[src/rtl/mips32_pipe_pkg.sv]
// Shared pipeline definitions for the MIPS32 core: register index type,
// default index width and the issue-to-writeback latency classes.
package mips32_pipe_pkg;

    localparam int DEFAULT_RADDR_W = 5;

    localparam int LAT_ALU   = 3;
    localparam int LAT_LOAD  = 4;
    localparam int LAT_STORE = 0;

    typedef logic [DEFAULT_RADDR_W-1:0] reg_idx_t;

endpackage

[src/rtl/mips32_sb_counter.sv]
// One scoreboard entry: a loadable down-counter holding the number of cycles
// until the register's pending result is written back.
module mips32_sb_counter #(
    parameter int LAT_W = 3
) (
    input  logic             clk1,
    input  logic             reset,
    input  logic             load,
    input  logic [LAT_W-1:0] load_val,
    output logic [LAT_W-1:0] count,
    output logic             busy
);

    // A new write reservation overrides the countdown; otherwise count down to zero and hold
    always_ff @(posedge clk1 or posedge reset) begin
        if (reset) begin
            count <= '0;
        end else if (load) begin
            count <= load_val;
        end else if (count != '0) begin
            count <= count - 1'b1;
        end
    end

    assign busy = (count != '0);

endmodule

[src/rtl/mips32_hazard_scoreboard.sv]
// Register scoreboard and issue interlock: stalls an instruction whose sources
// are still in flight (RAW) or whose destination would be overwritten out of
// order (WAW), and counts stalled cycles for performance analysis.
module mips32_hazard_scoreboard
    import mips32_pipe_pkg::*;
#(
    parameter int NREG    = 32,
    parameter int RADDR_W = DEFAULT_RADDR_W,
    parameter int MAX_LAT = 4,
    parameter int LAT_W   = 3,
    parameter int FWD_EN  = 0
) (
    input  logic               clk1,
    input  logic               reset,
    input  logic               issue_valid,
    input  logic [RADDR_W-1:0] issue_rs,
    input  logic [RADDR_W-1:0] issue_rt,
    input  logic               issue_use_rs,
    input  logic               issue_use_rt,
    input  logic               issue_wr_en,
    input  logic [RADDR_W-1:0] issue_rd,
    input  logic [LAT_W-1:0]   issue_lat,
    output logic               stall,
    output logic               issue_accept,
    output logic [NREG-1:0]    busy_vec,
    output logic [15:0]        stall_cycles
);

    localparam int NIDX = 2 ** RADDR_W;

    // With forwarding, a result one cycle from writeback is already usable
    localparam logic [LAT_W-1:0] THR   = (FWD_EN != 0) ? LAT_W'(1) : '0;
    localparam logic [LAT_W-1:0] MAX_L = LAT_W'(MAX_LAT);

    // Covers every encodable index so lookups never go out of range; R0 and
    // indices beyond NREG read as permanently zero
    logic [LAT_W-1:0] counts [NIDX];
    logic [LAT_W-1:0] eff_lat;
    logic             rs_pending;
    logic             rt_pending;
    logic             waw;
    logic             load_en;

    assign eff_lat    = (issue_lat > MAX_L) ? MAX_L : issue_lat;

    assign rs_pending = issue_use_rs && (issue_rs != '0) && (counts[issue_rs] > THR);
    assign rt_pending = issue_use_rt && (issue_rt != '0) && (counts[issue_rt] > THR);
    assign waw        = issue_wr_en && (issue_rd != '0) && (counts[issue_rd] > eff_lat);

    assign stall        = issue_valid && (rs_pending || rt_pending || waw);
    assign issue_accept = issue_valid && !stall;

    // Zero-latency writes (stores) reserve nothing
    assign load_en = issue_accept && issue_wr_en && (eff_lat != '0);

    assign busy_vec[0] = 1'b0;

    genvar i;
    generate
        for (i = 0; i < NIDX; i++) begin : g_reg
            if (i >= 1 && i < NREG) begin : g_track
                mips32_sb_counter #(
                    .LAT_W (LAT_W)
                ) u_cnt (
                    .clk1     (clk1),
                    .reset    (reset),
                    .load     (load_en && (issue_rd == RADDR_W'(i))),
                    .load_val (eff_lat),
                    .count    (counts[i]),
                    .busy     (busy_vec[i])
                );
            end else begin : g_zero
                assign counts[i] = '0;
            end
        end
    endgenerate

    // Saturating count of cycles in which issue was held
    always_ff @(posedge clk1 or posedge reset) begin
        if (reset) begin
            stall_cycles <= '0;
        end else if (stall && (stall_cycles != 16'hFFFF)) begin
            stall_cycles <= stall_cycles + 16'd1;
        end
    end

endmodule

[config.mk]
export PLATFORM = sky130hd
export DESIGN_NAME = mips32_hazard_scoreboard
export DESIGN_NICKNAME = d
export VERILOG_FILES = /design/src/rtl/mips32_pipe_pkg.sv /design/src/rtl/mips32_sb_counter.sv /design/src/rtl/mips32_hazard_scoreboard.sv
export SDC_FILE = /design/constraint.sdc
export NUM_CORES = 1
export LEC_CHECK = 0
export CAP_MARGIN = 10
export CORE_MARGIN = 1.5
export CORE_UTILIZATION = 45
export DETAILED_ROUTE_END_ITERATION = 6
export PLACE_DENSITY = 0.72
export SLEW_MARGIN = 5
export SYNTH_ARGS = -nofsm -noshare
export SYNTH_HDL_FRONTEND = slang
export SYNTH_HIERARCHICAL = 1
export SYNTH_SLANG_ARGS = --single-unit
[constraint.sdc]
create_clock -name clk1 -period 4.05 [get_ports clk1]
set_input_delay 0.405 -clock clk1 [delete_from_list [all_inputs] [get_ports clk1]]
set_output_delay 0.405 -clock clk1 [all_outputs]
set_load 0.1 [all_outputs]
After elaboration in Yosys (flattened, before gate mapping)
Cells that the tools add are included.

word-level totals
  input port bits = 24
  logic and storage cells = 289
  bits in registers = 109
  output and inout port bits = 50

cells by class
  $lt $le $gt $ge = 7
  equality and inequality tests = 32
  add/sub/neg operators = 32
  multiplexer cells = 72
  reduce and logical (&&, ||, !) cells = 111
  bitwise gates (word level) = 3

operators by type and width
  kind                   count
  $mux 3                 69
  $reduce_bool 3->1      32
  $sub 3x1->3 const B    31
  $eq 5x5->1 const B     16
  $reduce_bool 2->1      31
  $bmux 3 s5             3
  $logic_and 1x1->1      42
  $eq 5x4->1 const B     8
  $eq 5x3->1 const B     4
  $ge 6x6->1 const B     3
  $not 5->6              3
  $add 16x1->16 const B  1
  $ne 16x16->1 const B   1
  $reduce_bool 5->1      3
  $eq 5x2->1 const B     2
  $gt 3x1->1 const B     2
  $eq 5x1->1 const B     1
  $gt 3x3->1             1
  $gt 3x3->1 const B     1
  $logic_or 1x1->1       2
  $logic_not 1->1        1

Logic depth before layout (Yosys ltp)
Gate-level depths: netlist (run 1).

  word-level depth = 15
  mapped depth = 18
  gate-level depth less buffers = 14

Hierarchy
Netlist (run 1), hierarchy kept.

modules (own cells, without submodules)
  module                    area an instance (um2)  seq. area each (um2)  times used  cells an instance
  mips32_sb_counter         200.2                   75.1                  31          21
  mips32_hazard_scoreboard  2915.3                  400.4                 1           347

Least setup slack after synthesis (run 1)
Ideal clock, no wire load.

  path type = input to output
  from = input issue_rd[0]
  to = output issue_accept
  stages on the path = 12
  required time = 3.645 ns
  path buffers = 3
  arrival = 4.667 ns
  slack = -1.022 ns
  path through = buf_1 -> mux4_2 -> mux4_2 -> mux2_2 -> ha_1 -> a21o_1 -> a21oi_1 -> nor3_1 -> a221o_1 -> buf_6 -> clkbuf_1 -> nor2_1

between the ends
  longest elaborated chain between the ends = 10
  elaborated cells between the ends (all ways) = 12
  classes of those cells = order compare: 1; mux: 3; bitwise: 1; reduce/logical: 7

RTL lines
  element                                     RTL line                        source
  start, declared                             mips32_hazard_scoreboard.sv:21  input logic [RADDR_W-1:0] issue_rd,
  $not 5->6 (implied by the code)             mips32_hazard_scoreboard.sv:48  assign waw = issue_wr_en && (issue_rd != '0) && (counts[issue_rd] > eff_lat);
  $bmux 3 s5                                  mips32_hazard_scoreboard.sv:48
  $mux 3 (implied by the code) (2 in series)  mips32_hazard_scoreboard.sv:48
  $gt 3x3->1                                  mips32_hazard_scoreboard.sv:48
  $logic_and 1x1->1 *                         mips32_hazard_scoreboard.sv:48
  $logic_or 1x1->1 *                          mips32_hazard_scoreboard.sv:50  assign stall = issue_valid && (rs_pending || rt_pending || waw);
  $logic_and 1x1->1 *                         mips32_hazard_scoreboard.sv:50
  $logic_not 1->1 *                           mips32_hazard_scoreboard.sv:51  assign issue_accept = issue_valid && !stall;
  $logic_and 1x1->1 *                         mips32_hazard_scoreboard.sv:51
  end, declared                               mips32_hazard_scoreboard.sv:24  output logic issue_accept,

Mark *: on every way between the ends. The rest lies on a longest branch, timed or not. The select of a mux whose other input is x is not followed.

Worst setup path after layout (run 1)
  from = register g_reg[7].g_track.u_cnt.count[1]
  to = register g_reg[28].g_track.u_cnt.count[2]

between the ends
  longest elaborated chain between the ends = 14
  elaborated cells between the ends (all ways) = 25
  classes of those cells = order compare: 3; mux: 10; reduce/logical: 12

RTL lines
  element                                             RTL line                                                        source
  start, declared                                     mips32_sb_counter.sv:10                                         output logic [LAT_W-1:0] count,
  start signal, assigned                              mips32_sb_counter.sv:19                                         count <= load_val;
  start signal, assigned                              mips32_sb_counter.sv:21                                         count <= count - 1'b1;
  $bmux 3 s5, on equally long branches                mips32_hazard_scoreboard.sv:46, mips32_hazard_scoreboard.sv:47
  $mux 3, on equally long branches (2 in series)      mips32_hazard_scoreboard.sv:46, mips32_hazard_scoreboard.sv:47
  $gt 3x1->1, on equally long branches                mips32_hazard_scoreboard.sv:46, mips32_hazard_scoreboard.sv:47
  $logic_and 1x1->1, on equally long branches         mips32_hazard_scoreboard.sv:46, mips32_hazard_scoreboard.sv:47
  $logic_or 1x1->1                                    mips32_hazard_scoreboard.sv:50
  $logic_or 1x1->1 *                                  mips32_hazard_scoreboard.sv:50
  $logic_and 1x1->1 *                                 mips32_hazard_scoreboard.sv:50
  $logic_not 1->1 *                                   mips32_hazard_scoreboard.sv:51
  $logic_and 1x1->1 *                                 mips32_hazard_scoreboard.sv:51
  $logic_and 1x1->1 * (2 in series)                   mips32_hazard_scoreboard.sv:54                                  assign load_en = issue_accept && issue_wr_en && (eff_lat != '0);
  $logic_and 1x1->1 *                                 mips32_hazard_scoreboard.sv:67                                  .load (load_en && (issue_rd == RADDR_W'(i))),
  $mux 3 / $reduce_bool 2->1 (equally long branches)  n/a
  end signal, assigned                                mips32_sb_counter.sv:19
  end signal, assigned                                mips32_sb_counter.sv:21
  end, declared                                       mips32_sb_counter.sv:10

Marks and branches as above.
A chain may end at the register's enable or synchronous reset.

==> flow_summary.toml, run 1 <==
[logic_synthesis]
synth_cells = 998
synth_ff_type = "dfrtp_1"
netlist.area_leader.share_pct = 29.90
synth.yosys.seq_area_share_pct = 29.90
ys_ff_latch = 109
ys_async_sr_fraction_pct = 100.0
ys_types = 57
netlist_area_um2 = 9121
synth_edf_count = 0
syn_nets = 1088
synth.area.top_cells = "dfrtp_1, ha_1, mux4_2, inv_1, nor2b_1"
syn_area_per_cell_um2 = 9.140
synth_top_area_cell = "dfrtp_1"
yosysWarningCount = 6

[route]
initialDrtViolationCount = 912
antenna_left = 0
drtPass1Iterations = 5
wl_met3_um = 2171
wl_per_cell_um = 19.62
viasPerCell = 6.049
routed.top_layer = "met4"
wl_um = 29200
drc = 0
dr_total_vias = 9001
met1Wirelength_um = 11940
wl_met2_um = 13920

[clock_tree]
clock-sinks = 109
holdBufCountCts = 0
ctsLongestPathBuffers = 2
path_clk_slew_ns = 0.08
cts_buffers = 9
cts-root-buf = "clkbuf_16"
h-tree-depth = 3
worstSkewPairLatency_ns = 0.37
cts_tree = "built"

[global_routing]
grt_max_degree = 33
gr-total-overflow = 0
antenna_found_initial = 0
first_global_vias = 8474
global_route.usage.total_pct = 26.32
grt_pass1_wl_um = 43980

[setup_path]
cp.required_ns = 4.30
critPathTopFamily = "multiplexers"
crit_path_frequent_cell = "mux4_2"
worst-path-buf-inv = 2
rr_worst_depth = 14
critical-path-slowest-cell = "mux4_2"
cp_slowest_stage_delay_ns = 0.51
cp-start-kind = "register"
ff2ff_setup_slack_ns = 0.03
reg2reg_from = "g_reg[7].g_track.u_cnt/count[1]"
r2r-end = "g_reg[28].g_track.u_cnt/count[2]"
path_max_fanout = 7
worst_setup_path_end_kind = "register"
worst-setup-path-type = "register to register"
arrival_ns = 4.27
timing.critical_path.cells = "mux4_2, mux4_2, mux2_4, ha_4, a21o_1, a21oi_1, nor3_1, a221o_1, or3b_4, buf_16, nor3_4, buf_4, nor2b_4, a31oi_1"

[placed_design]
io_buffers = 72
gp_congestion = 0.9194
dp_hpwl_um = 20680

[floorplanning]
io_pins = 74
die_w_um = 145.4
fp.dieH_um = 145.4
core_area_um2 = 19650
rows = 51
die_area_um2 = 21130
start_util_pct = 46.41

[sta]
rsz0062_at_grt = "yes"
maxSlewViolCount = 0
max_freq_ghz = 0.2486
period_needed_ns = 4.023
finalCritPeriodShare_pct = 99.33
clock_skew_ns = 0.009143
worstMarginPinSlew_ns = 1.001
setup_viol = 0
maxSlewHeadroom_pct = 33.05
finalHoldViolCount = 0
hold_ws_ns = 0.4972

[finish]
fillers = 1611
area.growth.synth_to_final_pct = 36.38
multi_input_area_um2 = 6221
fin_nets = 1308
drive_gt1_share_pct = 26.98
n_antenna_cell = 0
fin_util_pct = 63.29
register_area_um2 = 2729

[hold_path]
hold_depth = 1
worst_hold_startpoint = "stall_cycles[11]"
hp-class = "register to register"
hold_end = "stall_cycles[11]"

[pwr]
peakVddDrop_mv = 0.5802
p_per_area_nw_per_um2 = 734.0
power.leakage_nw = 5.448
total_power_w = 0.009131

[run]
cap_violations = 0

[status]
status = "completed"
[worst max path at each step]
stage	from	endpoint	slack, ns	cells past startpoint
2_1_floorplan	issue_rd[0]	g_reg[13].g_track.u_cnt/count[0]	-0.05	16
3_3_place_gp	issue_rd[1]	g_reg[31].g_track.u_cnt/count[0]	-0.66	16
3_5_place_dp	issue_rd[1]	g_reg[14].g_track.u_cnt/count[0]	-0.74	15
4_1_cts	issue_rd[1]	g_reg[31].g_track.u_cnt/count[0]	-0.001	17
5_1_grt	g_reg[7].g_track.u_cnt/count[1]	g_reg[28].g_track.u_cnt/count[0]	-0.10	13
6_report	g_reg[7].g_track.u_cnt/count[1]	g_reg[28].g_track.u_cnt/count[2]	0.03	14
[cell type report]
| class | count | share of cell area, % |
|---|---|---|
| flip-flops and latches | 109 | 21.94 |
| inverters | 168 | 5.069 |
| clock buffers | 10 | 1.921 |
| well taps | 265 | 2.665 |
| clock inverters | 6 | 0.5733 |
| multi-input cells | 686 | 50.01 |
| repair buffers | 244 | 17.82 |
[cell usage after synthesis, types with 19 or more instances]
cell type	instances
nor4b_1	66
nor2_1	19
a311oi_1	32
nand2b_1	65
dfrtp_1	109
or3b_1	32
nor3_1	49
ha_1	66
mux4_2	30
a31oi_1	33
inv_1	168
nor2b_1	99
a221oi_1	32
[logic make-up after synthesis]
family                     synth area share [%]
muxes                                     8.711
DFF                                       29.90
AOI/OAI and AO/OA                         12.69
other                                   0.04111
xor gates and xnor gates                  1.344
buffers and inverters                     8.806
adders and majority gates                 9.053
and+or+nand+nor                           29.45
[cell usage in the layout (no fill, tap or decap), drive strengths merged, types with 9 or more instances in the layout]
master,synthesis,routed
buf,20,173
inv,168,169
dfrtp,109,109
nor2b,99,99
clkdlybuf4s50,0,68
ha,66,66
nor4b,66,66
nand2b,65,65
nor3,53,53
a31oi,33,33
or3b,32,32
a311oi,32,32
a221oi,32,32
mux4,30,30
nor2,19,19
nand3,18,18
nor4,17,17
a21oi,16,16
xnor2,14,14
nand2,13,13
clkbuf,15,13
and3,9,9
[per-layer routing]
metal | GRT usage [%] | vias up
met5 | 0 | -
met2 | 44.07 | 428
li1 | - | 4091
met4 | 11.33 | 0
met1 | 33.47 | 4390
met3 | 4.639 | 92
[metrics by stage]
step | cells | worst slack [ns] | area (µm²) | setup TNS (ns)
2_1_floorplan | 998 | -0.04985 | 9467 | -0.9071
3_3_place_gp | 1437 | -0.6634 | 11400 | -53.56
3_5_place_dp | 1437 | -0.7407 | 11400 | -57.22
4_1_cts | 1456 | -0.0009557 | 11800 | -0.0009557
5_1_grt | 1488 | -0.1043 | 12440 | -1.733
6_report | 1488 | 0.02717 | 12440 | 0
[state kept, by name, indices dropped and copies added, names as in the netlist]
name / flops
g.g_track.u_cnt/count: 93
stall_cycles: 16
[report_power, final]
group | total, W | switching, W | internal, W
logic | 0.00610 | 0.00349 | 0.00261
clock network | 0.000942 | 0.000440 | 0.000502
registers | 0.00209 | 0.000461 | 0.00163
total | 0.00913 | 0.00439 | 0.00474
[what timing repair did]
action,CTS,global route
gates resized for setup,8,85
buffers inserted,1,30
cloned,2,2
endpoints found under the setup margin,95,86
pin swaps,4,51
Note: power is estimated with default switching activity, not from simulation.
==> run 2: changes to the inputs <==
- CORE_UTILIZATION: 45 -> 40
- PLACE_DENSITY: 0.72 -> 0.66
==> run 2 against run 1 <==
Fmax is essentially flat. Total power is essentially flat. Critical path depth is the same. Critical endpoint is now g_reg[22].g_track.u_cnt/count[1]. Largest cell class unchanged. Largest power group unchanged.
==> flow_summary.toml, run 2 (same netlist as run 1, synthesis figures left out) <==
[status]
status = "completed"

[global_routing]
gr-total-overflow = 0
antenna_found_initial = 0
grt_pass1_wl_um = 43820
global_route.usage.total_pct = 23.62
first_global_vias = 8258
grt_max_degree = 33

[finish]
mostFrequentLayoutCell = "inv_1"
area.growth.synth_to_final_pct = 36.39
drive_gt1_share_pct = 26.03
design_area_um2 = 12440
reg.largest.list = "g.g_track.u_cnt/count: 93 flops, stall_cycles: 16 flops"
regMostFlops = "g.g_track.u_cnt/count"
most-common-layout-cells = "inv_1, buf_4, dfrtp_1, nor2b_1, clkdlybuf4s50_1"
fin_nets = 1299
n_antenna_cell = 0
largest_register_ffs = 93

[setup_path]
worst-path-buf-inv = 2
rr_worst_depth = 14
path_max_fanout = 6
r2r-end = "g_reg[22].g_track.u_cnt/count[1]"
ff2ff_setup_slack_ns = 0.02
reg2reg_from = "g_reg[14].g_track.u_cnt/count[1]"
cp-start-kind = "register"
worst-setup-path-type = "register to register"
critPathTopFamily = "multiplexers"
worst_setup_path_end_kind = "register"
arrival_ns = 4.27
timing.critical_path.cells = "mux4_2, mux4_2, mux2_4, ha_4, a21o_1, a21oi_2, nor3_1, a221o_1, or3b_4, clkbuf_16, nor3_4, buf_4, nor2b_1, a311oi_1"
cp_slowest_stage_delay_ns = 0.51
crit_path_frequent_cell = "mux4_2"
cp.required_ns = 4.30
critical-path-slowest-cell = "or3b_4"

[sta]
rsz0062_at_grt = "yes"
maxSlewHeadroom_pct = 28.86
clock_skew_ns = 0.01085
layout_setup_ws_ns = 0.02415
worstMarginPinSlew_ns = 1.067
setup_tns_ns = 0
max_freq_ghz = 0.2484
finalCritPeriodShare_pct = 99.40
period_needed_ns = 4.026
setup_viol = 0
finalHoldViolCount = 0
maxSlewViolCount = 0

[pwr]
peakVddDrop_mv = 0.3863
switchingPower_w = 0.004348
p_clk_share_pct = 10.1
total_power_w = 0.009129
comb_power_share_pct = 67.4
p_per_area_nw_per_um2 = 733.8
seqPwrFrac_pct = 22.5
swShare_pct = 47.63
power.leakage_nw = 5.432
intPower_w = 0.004781

[route]
wl_um = 29260
dr_total_vias = 8793
viasPerCell = 5.866
initialDrtViolationCount = 733
antenna_left = 0
wl_per_cell_um = 19.52
drc = 0
drtPass1Iterations = 5

[clock_tree]
cts_tree = "built"
cts-root-buf = "clkbuf_16"
path_clk_slew_ns = 0.08
worstSkewPairLatency_ns = 0.36
cts_buffers = 9
clock-sinks = 109
h-tree-depth = 3
ctsLongestPathBuffers = 2

[placed_design]
dp_hpwl_um = 21050
dp_slack_ns = -0.8085
placed_area_um2 = 11470
gp_congestion = 0.9172
io_buffers = 72

[hold_path]
hp-class = "register to register"
hold_end = "stall_cycles[9]"
worst_hold_startpoint = "stall_cycles[9]"
hold_depth = 1

[floorplanning]
start_util_pct = 40.53
fp.dieH_um = 154.0
rows = 55
die_w_um = 154.0
core_area_um2 = 22500
die_area_um2 = 23720
io_pins = 74

[run]
cap_violations = 0
[run 2: changes by cell type in the layout (fill, tap and decap cells not counted), moves of 3 or more]
cell	delta
buf_4	-12
nor2b_2	-7
a311oi_1	-5
a311oi_2	+5
nor2b_1	+5
inv_1	+4
inv_2	-4
buf_6	+3
[run 2: how the worst max path moves through the flow]
stage / from / to / slack, ns / cells after the start
2_1_floorplan: issue_rd[0] / g_reg[13].g_track.u_cnt/count[0] / -0.05 / 16
3_3_place_gp: issue_rd[1] / g_reg[9].g_track.u_cnt/count[1] / -0.76 / 16
3_5_place_dp: issue_rd[1] / g_reg[5].g_track.u_cnt/count[1] / -0.81 / 16
4_1_cts: g_reg[26].g_track.u_cnt/count[1] / g_reg[9].g_track.u_cnt/count[1] / 0.02 / 14
5_1_grt: g_reg[14].g_track.u_cnt/count[1] / g_reg[22].g_track.u_cnt/count[1] / -0.08 / 14
6_report: g_reg[14].g_track.u_cnt/count[1] / g_reg[22].g_track.u_cnt/count[1] / 0.02 / 14
[run 2: what timing repair did]
action,CTS,global route
buffers inserted,0,18
gates cloned,0,5
gates resized for setup,5,81
pin swaps,2,45
hold buffers,0,0
setup endpoints to repair,95,58
[run 2: through the flow]
step           hold WS [ns]  util, %  std cells
2_1_floorplan        0.1586        -        998
3_3_place_gp         0.4772    50.97       1460
3_5_place_dp         0.4908    50.97       1460
4_1_cts              0.5016    52.36       1476
5_1_grt              0.5120    55.29       1499
6_report             0.4922    55.29       1499
[run 2: final cells by class]
type | instances | area [µm²]
multi-input combinational | 686 | 6252
fill | 1967 | 10060
timing repair buffer | 235 | 2170
tap | 285 | 356.6
sequential | 109 | 2729
inverter | 168 | 630.6
clock inverter | 5 | 60.06
clock buffer | 11 | 242.7
[run 2: routing by layer]
metal	vias to the layer above	part of all wire, %	wire (µm)	GRT usage [%]
met5	-	0	0	0
met4	0	3.1	907	9.524
met3	61	6.8	2000	3.523
met2	319	48	13970	38.38
met1	4338	42	12380	31.62
li1	4075	-	-	-
[run 2: power groups by stage]
| stage | combinational (W) | clock (W) | sequential [W] |
|---|---|---|---|
| after floorplan | 0.00347 | 0 | 0.00236 |
| final | 0.00615 | 0.000921 | 0.00205 |
| after detailed placement | 0.00571 | 0 | 0.00205 |
| after global routing | 0.00659 | 0.000970 | 0.00211 |
| after CTS | 0.00574 | 0.000928 | 0.00204 |
| after global placement | 0.00560 | 0 | 0.00206 |
==> run 3: changes to the inputs <==
- CAP_MARGIN: 10 -> default
- PLACE_DENSITY: 0.66 -> 0.64
- SYNTH_HIERARCHICAL: 1 -> default
- clock period: 4.05 -> 4.58 ns (I/O delays scaled with it)
==> run 3 against run 2 <==
Flip-flop and latch count unchanged. Clock power decreased by 5.6%. Utilization decreased by 9.4 points. Combinational power decreased by 33%. Final cell count decreased by 20%. Register-to-register slack improved by 0.81 ns. Die area decreased by 2.0%. Clock skew decreased by 0.0015 ns. Total power decreased by 22%. Sequential share of layout area increased by 5.2 points. Critical endpoint is now stall.
==> flow_summary.toml, run 3 <==
[logic_synthesis]
yosysWarningCount = 0
synth_cells = 889
netlist.area_leader.share_pct = 30.53
synth.yosys.seq_area_share_pct = 30.53
ys_types = 63
synth_edf_count = 0
netlist_area_um2 = 8934
synth_ff_type = "dfrtp_1"
yosysMostFrequentCell = "mux2i_1"
syn_area_per_cell_um2 = 10.05
synth_top_area_cell = "dfrtp_1"
ys_async_sr_fraction_pct = 100.0
synth.area.top_cells = "dfrtp_1, mux2i_1, ha_1, mux4_2, xnor2_1"
ys_ff_latch = 109
syn_nets = 979
synth_commonest_cells = "mux2i_1, dfrtp_1, inv_1, ha_1, nor2_1"

[setup_path]
timing.critical_path.cells = "buf_2, buf_4, mux4_2, mux4_2, mux2_2, ha_1, o21ai_0, a221oi_1, a31oi_2, o211ai_1, and2_2, buf_12"
ff2ff_setup_slack_ns = 0.83
cp_slowest_stage_delay_ns = 0.51
reg2reg_from = "g_reg[7].g_track.u_cnt.count[1]"
critical-path-slowest-cell = "mux4_2"
worst_setup_path_end_kind = "primary output"
cp.required_ns = 4.12
crit_path_frequent_cell = "mux4_2"
arrival_ns = 3.86
r2r-end = "g_reg[11].g_track.u_cnt.count[1]"
path_max_fanout = 16
worst-setup-path-type = "input port to primary output"
rr_worst_depth = 12
cp-start-kind = "input port"

[route]
drtPass1Iterations = 4
initialDrtViolationCount = 435
wl_per_cell_um = 19.17
wl_um = 22920
drc = 0
antenna_left = 0
viasPerCell = 5.619
dr_total_vias = 6720

[floorplanning]
die_area_um2 = 23240
die_w_um = 152.4
core_area_um2 = 21890
start_util_pct = 40.81
rows = 54
fp.dieH_um = 152.4
io_pins = 74

[finish]
register_area_um2 = 2728
drive_gt1_share_pct = 11.35
fin_nets = 1001
area.growth.synth_to_final_pct = 12.54
n_antenna_cell = 0
regMostFlops = "g.g_track.u_cnt.count"
final-instance-count-excl-fill = 1196
multi_input_area_um2 = 5428
mostFrequentLayoutCell = "mux2i_1"
most-common-layout-cells = "mux2i_1, dfrtp_1, inv_1, clkdlybuf4s50_1, ha_1"
reg.largest.list = "g.g_track.u_cnt.count: 93 flops, stall_cycles: 16 flops"
largest_register_ffs = 93
fillers = 2073

[sta]
period_needed_ns = 4.316
clock_skew_ns = 0.009324
worstMarginPinSlew_ns = 1.002
finalHoldViolCount = 0
setup_viol = 0
max_freq_ghz = 0.2317
setup_tns_ns = 0
hold_ws_ns = 0.4809
maxSlewHeadroom_pct = 32.99
layout_setup_ws_ns = 0.2640
rsz0062_at_grt = "no"
maxSlewViolCount = 0
finalCritPeriodShare_pct = 94.24

[placed_design]
dp.cells = 1180
io_buffers = 72
dp_slack_ns = 0.2575
gp_congestion = 0.9023
dp_hpwl_um = 17280

[clock_tree]
worstSkewPairLatency_ns = 0.36
ctsResizeCount = 0
path_clk_slew_ns = 0.07
cts-root-buf = "clkbuf_16"
h-tree-depth = 3
post-cts-setup-buffers = 0
holdBufCountCts = 0
cts_tree = "built"
clock-sinks = 109
ctsLongestPathBuffers = 2
cts_buffers = 9

[hold_path]
hold_depth = 1
worst_hold_startpoint = "stall_cycles[6]"
hold_end = "stall_cycles[6]"
hp-class = "register to register"

[global_routing]
global_route.usage.total_pct = 20.18
grt_max_degree = 69
grt_pass1_wl_um = 36930
gr-total-overflow = 0
antenna_found_initial = 0
first_global_vias = 6570

[pwr]
total_power_w = 0.007101
p_per_area_nw_per_um2 = 706.4
power.leakage_nw = 4.592
peakVddDrop_mv = 0.3824

[status]
status = "completed"

[run]
cap_violations = 0
-- run 3: kinds of logic (layout without fill, tap and decap cells) --
group / count (synthesis) / count (layout) / share of synthesized area (%)
DFF: 109 / 109 / 30.53
xor gates and xnor gates: 46 / 46 / 4.594
other: 1 / 1 / 0.04198
muxes: 161 / 161 / 22.86
buffers and inverters: 161 / 188 / 8.767
AOI/OAI and AO/OA: 80 / 80 / 6.093
adders and majority gates: 66 / 66 / 9.244
and+or+nand+nor: 265 / 265 / 17.87
-- run 3: area by class of cell --
class / count / share of cell area, %
repair buffers: 94 / 9.210
multi-input cells: 619 / 53.99
clock buffers: 12 / 2.551
well taps: 280 / 3.485
flip-flops and latches: 109 / 27.13
clock inverters: 4 / 0.6970
inverters: 78 / 2.937
-- run 3: how the worst max path moves through the flow --
stage | startpoint | endpoint | slack, ns | cells after the start
CTS | issue_rd[0] | stall | 0.24 | 12
global placement | issue_rd[0] | stall | 0.27 | 12
detailed placement | issue_rd[0] | stall | 0.26 | 12
floorplan | issue_rd[0] | issue_accept | 0.07 | 14
global route | issue_rd[0] | stall | 0.11 | 12
finish | issue_rd[0] | stall | 0.26 | 12
-- run 3: critical path: cells and delay by family --
family,cells,cell delay [ns]
buffers and inverters,3,0.85
adders and majority gates,1,0.29
and+or+nand+nor,1,0.24
AOI/OAI and AO/OA,4,0.70
muxes,3,1.29
-- run 3: layer usage --
layer	vias up	routed length, µm	global-route usage (%)
li1	3168	-	-
met3	23	1299	3.470
met1	3328	10530	27.75
met4	0	374	6.227
met2	201	10720	32.51
met5	-	0	0
-- run 3: through the flow --
step	utilization (%)	cell area, µm²
final	45.92	10050
after global routing	45.92	10050
after CTS	45.92	10050
after detailed placement	44.43	9727
after global placement	44.43	9727
after floorplan	-	8939
-- run 3: report_power, final --
group | switching (W) | internal (W) | total, W
Clock | 0.000361 | 0.000508 | 0.000869
Combinational | 0.00247 | 0.00162 | 0.00409
Sequential | 0.000696 | 0.00145 | 0.00214
Total | 0.00353 | 0.00357 | 0.00710
